## src/rtl/emmc_dev_cmd_responder.sv

```systemverilog
// Device-side eMMC CMD line endpoint: receives 48-bit host commands, hands
// index/argument to a card model and serialises an R1/R3 response after N_CR.
module emmc_dev_cmd_responder #(
    parameter int unsigned NCR_MIN = 2,
    parameter int unsigned NCR_MAX = 64
) (
    input  logic        clk_i,
    input  logic        arst_ni,
    input  logic        cmd_i,
    output logic        cmd_o,
    output logic        cmd_oe_o,
    output logic        cmd_valid_o,
    output logic [5:0]  cmd_idx_o,
    output logic [31:0] cmd_arg_o,
    output logic        err_o,
    output logic        rsp_ready_o,
    input  logic        rsp_valid_i,
    input  logic [1:0]  rsp_type_i,
    input  logic [31:0] rsp_arg_i,
    output logic        timeout_o,
    output logic        busy_o
);

    typedef enum logic [1:0] {
        StIdle,
        StRecv,
        StWaitRsp,
        StSend
    } state_e;

    localparam logic [7:0] NcrMin = 8'(NCR_MIN);
    localparam logic [6:0] NcrMax = 7'(NCR_MAX);

    // One CRC7 (x^7 + x^3 + 1) shift step.
    function automatic logic [6:0] crc7_step(input logic [6:0] crc, input logic din);
        logic fb;
        fb = din ^ crc[6];
        return {crc[5:0], 1'b0} ^ {3'b000, fb, 2'b00, fb};
    endfunction

    // CRC7 over the first 40 bits of a frame, MSB first, init 0.
    function automatic logic [6:0] crc7_calc(input logic [39:0] data);
        logic [6:0] crc;
        crc = 7'd0;
        for (int i = 39; i >= 0; i--) begin
            crc = crc7_step(crc, data[i]);
        end
        return crc;
    endfunction

    state_e      state_q, state_d;
    logic [5:0]  bit_cnt_q, bit_cnt_d;
    logic [6:0]  gap_q, gap_d;
    logic [6:0]  crc_q, crc_d;
    logic [44:0] rx_q, rx_d;
    logic [47:0] tx_q, tx_d;
    logic        pending_q, pending_d;
    logic [5:0]  idx_q, idx_d;
    logic [31:0] arg_q, arg_d;
    logic        valid_q, valid_d;
    logic        err_q, err_d;
    logic        timeout_q, timeout_d;

    logic        accept;
    logic        rsp_sends;
    logic        is_r3;
    logic [5:0]  rsp_idx;
    logic [39:0] rsp_body;
    logic [6:0]  rsp_crc;
    logic [47:0] rsp_frame;
    logic [7:0]  gap_next;

    // Response frame assembly from the offered payload.
    always_comb begin
        is_r3     = (rsp_type_i == 2'd2);
        rsp_sends = (rsp_type_i == 2'd1) || is_r3;
        rsp_idx   = is_r3 ? 6'h3f : idx_q;
        rsp_body  = {2'b00, rsp_idx, rsp_arg_i};
        rsp_crc   = is_r3 ? 7'h7f : crc7_calc(rsp_body);
        rsp_frame = {rsp_body, rsp_crc, 1'b1};
    end

    // Handshake and line outputs are decoded from registered state, so an
    // asynchronous reset releases the line at once.
    always_comb begin
        rsp_ready_o = (state_q == StWaitRsp) && !pending_q;
        accept      = rsp_valid_i && rsp_ready_o;
        gap_next    = {1'b0, gap_q} + 8'd1;
        cmd_oe_o    = (state_q == StSend);
        cmd_o       = cmd_oe_o ? tx_q[47] : 1'b1;
        busy_o      = (state_q != StIdle);
        cmd_valid_o = valid_q;
        err_o       = err_q;
        timeout_o   = timeout_q;
        cmd_idx_o   = idx_q;
        cmd_arg_o   = arg_q;
    end

    // Next-state logic for deframing, response wait and serialisation.
    always_comb begin
        state_d   = state_q;
        bit_cnt_d = bit_cnt_q;
        gap_d     = gap_q;
        crc_d     = crc_q;
        rx_d      = rx_q;
        tx_d      = tx_q;
        pending_d = pending_q;
        idx_d     = idx_q;
        arg_d     = arg_q;
        valid_d   = 1'b0;
        err_d     = 1'b0;
        timeout_d = 1'b0;

        unique case (state_q)
            StIdle: begin
                if (!cmd_i) begin
                    state_d   = StRecv;
                    bit_cnt_d = 6'd1;
                    crc_d     = crc7_step(7'd0, 1'b0);
                end
            end

            StRecv: begin
                bit_cnt_d = bit_cnt_q + 6'd1;
                if (bit_cnt_q == 6'd1 && !cmd_i) begin
                    // Device-to-host direction: not a host command, drop silently.
                    state_d = StIdle;
                end else if (bit_cnt_q == 6'd47) begin
                    if (rx_q[6:0] == crc_q && cmd_i) begin
                        valid_d   = 1'b1;
                        idx_d     = rx_q[44:39];
                        arg_d     = rx_q[38:7];
                        gap_d     = 7'd1;
                        pending_d = 1'b0;
                        state_d   = StWaitRsp;
                    end else begin
                        err_d   = 1'b1;
                        state_d = StIdle;
                    end
                end else begin
                    if (bit_cnt_q >= 6'd2) begin
                        rx_d = {rx_q[43:0], cmd_i};
                    end
                    if (bit_cnt_q <= 6'd39) begin
                        crc_d = crc7_step(crc_q, cmd_i);
                    end
                end
            end

            StWaitRsp: begin
                if (accept && !rsp_sends) begin
                    state_d = StIdle;
                end else begin
                    if (accept) begin
                        pending_d = 1'b1;
                        tx_d      = rsp_frame;
                    end
                    if ((accept || pending_q) && gap_next >= NcrMin) begin
                        // Start bit goes out in the cycle after this edge.
                        state_d   = StSend;
                        bit_cnt_d = 6'd0;
                    end else if (!(accept || pending_q) && gap_q == NcrMax) begin
                        timeout_d = 1'b1;
                        state_d   = StIdle;
                    end else begin
                        gap_d = gap_q + 7'd1;
                    end
                end
            end

            StSend: begin
                if (bit_cnt_q == 6'd47) begin
                    pending_d = 1'b0;
                    state_d   = StIdle;
                end else begin
                    bit_cnt_d = bit_cnt_q + 6'd1;
                    tx_d      = {tx_q[46:0], 1'b1};
                end
            end

            default: state_d = StIdle;
        endcase
    end

    // State and datapath registers with asynchronous reset.
    always_ff @(posedge clk_i or negedge arst_ni) begin
        if (!arst_ni) begin
            state_q   <= StIdle;
            bit_cnt_q <= 6'd0;
            gap_q     <= 7'd0;
            crc_q     <= 7'd0;
            rx_q      <= '0;
            tx_q      <= '1;
            pending_q <= 1'b0;
            idx_q     <= 6'd0;
            arg_q     <= 32'd0;
            valid_q   <= 1'b0;
            err_q     <= 1'b0;
            timeout_q <= 1'b0;
        end else begin
            state_q   <= state_d;
            bit_cnt_q <= bit_cnt_d;
            gap_q     <= gap_d;
            crc_q     <= crc_d;
            rx_q      <= rx_d;
            tx_q      <= tx_d;
            pending_q <= pending_d;
            idx_q     <= idx_d;
            arg_q     <= arg_d;
            valid_q   <= valid_d;
            err_q     <= err_d;
            timeout_q <= timeout_d;
        end
    end

endmodule

```

## config.mk

```make
export PLATFORM = sky130hd
export DESIGN_NAME = emmc_dev_cmd_responder
export DESIGN_NICKNAME = d
export VERILOG_FILES = /design/src/rtl/emmc_dev_cmd_responder.sv
export SDC_FILE = /design/constraint.sdc
export NUM_CORES = 1
export LEC_CHECK = 0
export ABC_CLOCK_PERIOD_IN_PS = 4230
export BUFFER_PORTS_ARGS = -buffer_cell sky130_fd_sc_hd__buf_2
export CAP_MARGIN = 15
export CORE_ASPECT_RATIO = 0.7
export CORE_MARGIN = 1
export CORE_UTILIZATION = 60
export CTS_BUF_LIST = sky130_fd_sc_hd__clkbuf_4
export DETAILED_ROUTE_END_ITERATION = 6
export PLACE_DENSITY_LB_ADDON = 0.15
export SYNTH_ARGS = -nofsm -noshare
export SYNTH_HDL_FRONTEND = slang
export SYNTH_SLANG_ARGS = --single-unit
```

## constraint.sdc

```tcl
create_clock -name clk_i -period 4.23 [get_ports clk_i]
set_input_delay 0.6345 -clock clk_i [delete_from_list [all_inputs] [get_ports clk_i]]
set_output_delay 0.6345 -clock clk_i [all_outputs]
set_load 0.02 [all_outputs]
```

==> results.json <==
{
  "status": "finished clean",
  "finalNetCount": 771,
  "yosys.area.top_type": "dfrtp_1",
  "timing.final.max_slew_violations": 0,
  "cts_buffers": 17,
  "avgSynthCellArea_um2": 11.82,
  "cts_setup_buffers": 0,
  "wire_per_inst_um": 16.41,
  "vias": 4981,
  "antenna_cells": 0,
  "fin_ws_ps": 976.8,
  "cts_tree": "done",
  "clock_skew_ps": 24.99,
  "tightestPinTransition_ps": 960.5,
  "p_total_w": 0.005002,
  "path_max_fanout": 30,
  "start_util": 0.6161,
  "fmax_ghz": 0.3074,
  "grt_pass1_vias": 5006,
  "ys_ff_latch": 156,
  "first_pass_iters": 5,
  "die_h_um": 96.66,
  "grt_usage": 0.2443,
  "cts_sinks": 156,
  "setup_viol": 0,
  "yosys-top-cells-count": "dfrtp_1, mux2_2, o21ai_0",
  "grt_first_pass_wirelength_um": 25250,
  "routed_via_density": 5.528,
  "path_clk_slew_ps": 140,
  "ys_types": 48,
  "cts_resized": 0,
  "routed_wl_um": 14780,
  "fin_crit_sh": 0.7691,
  "endpoint_kind": "primary output",
  "maxCapViolations": 0,
  "setup_tns_ps": 0,
  "async_flop_share": 1.000,
  "worstPathArrival_ps": 2620,
  "dp_hpwl_um": 10420,
  "hold_viol_final": 0,
  "rsz0062_at_grt": "false",
  "cts_root_buffer": "clkbuf_4",
  "synth_nets": 695,
  "synth_edf_count": 0,
  "io_buffers": 82,
  "clk_path_buf_depth": 2,
  "core_area_um2": 12460,
  "die-area_um2": 13260,
  "area_growth_pct": 11.49,
  "critPathLaunchType": "flip-flop",
  "synthesis.instances": 650,
  "design_area_um2": 8562,
  "ir_drop_mv": 0.3285,
  "fillers": 932,
  "synthMostInstantiatedCell": "dfrtp_1",
  "placementRows": 34,
  "cp_data_required_time_ps": 3600,
  "synthTopCellsByArea": "dfrtp_1, dfstp_2, mux2_2",
  "critPathKind": "reg2out",
  "leakagePower_nw": 3.904,
  "dpl_cell_area_um2": 8267,
  "timing.hold.ws_ps": 197.7,
  "cts_hold_buf": 0,
  "p_per_area_nw_per_um2": 584.2,
  "maxSlewHeadroom": 0.3549,
  "place_congestion": 0.8652,
  "antenna_found_initial": 0,
  "fin_crit_ps": 3253,
  "antenna_left": 0,
  "drt_iter0_markers": 294,
  "synth_top_area_frac": 0.3552,
  "drive_gt1_frac": 0.3599,
  "synth_flop_cell": "dfrtp_1",
  "overflow": 0,
  "cts_max_level": 4,
  "dp_worst_setup_slack_ps": 792.5,
  "io_pins": 83,
  "synth-seq-area-share": 0.5160,
  "netlist_area_um2": 7680,
  "yosysWarnings": 0,
  "die_x_um": 137.2,
  "hp-class": "in2async",
  "grt_max_degree": 95,
  "drc_errors": 0,
  "clock_latency_ps": 540
}
-- cell usage in the layout, fill, tap and decap left out, drive strengths merged, types with 2 or more instances in the layout --
cell	count
o22ai	2
mux2i	34
ha	7
buf	87
nand2	61
dfrtp	109
and3	3
nor3	5
mux2	84
a41oi	2
o21ai	71
nor2	28
o31ai	5
nand4	2
and2	4
xor3	5
nand3	18
xnor2	44
nor2b	5
clkbuf	19
nand2b	2
nor4	5
clkinvlp	2
a21oi	19
xnor3	12
xor2	15
clkinv	3
or3	5
inv	24
dfstp	47
-- kinds of logic after synthesis --
family	Yosys count	share of synthesized area
AO/OA/AOI/OAI	105	0.07413
XOR/XNOR	76	0.1228
multiplexers	118	0.1680
AND/OR/NAND/NOR	141	0.08423
flip-flops	156	0.5160
adder cells (fa/ha/maj)	7	0.01140
buffers and inverters	47	0.02346
-- state kept, by name, indices dropped and copies added, names as in the netlist, 2 cells and up --
name       cells
cmd_arg_o     32
rx_q          45
crc_q          7
bit_cnt_q      6
tx_q          47
cmd_idx_o      6
gap_q          7
state_q        2
-- layout make-up --
type                    instances  area (um^2)  area share
inverters                      16        60.06    0.007014
clock buffers                  18        135.1     0.01578
repair buffers                 88        486.7     0.05685
flip-flops and latches        156         3963      0.4628
multi-input cells             447         3562      0.4160
clock inverters                14        152.6     0.01783
well taps                     162        202.7     0.02367
-- power by group --
part	total (W)	internal (W)	switching [W]
Sequential	0.00246	0.00210	0.000357
Clock	0.000902	0.000324	0.000578
Combinational	0.00164	0.000880	0.000758
Total	0.00500	0.00331	0.00169
-- stage by stage --
| step | utilization | cells |
|---|---|---|
| global placement | 0.6632 | 868 |
| floorplan | - | 650 |
| finish | 0.6869 | 901 |
| global route | 0.6869 | 901 |
| detailed placement | 0.6632 | 868 |
| CTS | 0.6863 | 900 |
-- path summary, 6_finish.rpt --
path	endpoint	slack, ps	cells after the start	from
worst min register to register	tx_q[46]$_DFFE_PN1P_	460	2	tx_q[45]$_DFFE_PN1P_
max in group asynchronous	tx_q[45]$_DFFE_PN1P_	3150	2	arst_ni
worst min-delay path	rx_q[42]$_DFFE_PN0P_	200	1	arst_ni
min in group clk_i	timeout_o$_DFF_PN0_	340	2	rsp_valid_i
worst max-delay path	cmd_o	980	4	state_q[0]$_DFFE_PN0P_
worst max register to register	gap_q[6]$_DFFE_PN0P_	1170	7	bit_cnt_q[0]$_DFFE_PN0P_
-- metal layers --
metal  vias up  GRT usage  wire (um)
li1       2420          -          -
met1      2464     0.3699       7448
met2        93     0.3563       6614
met3         4    0.06027        670
met4         0    0.05325         48
met5         -          0          0
-- worst max-delay path, cell delays in order (launching register included) --
cell and delay [ps]:
dfrtp_1 680, nand2_1 380, inv_2 690, nand2b_1 120
buf_2 190
No activity file was read; power rests on OpenSTA's default activity.
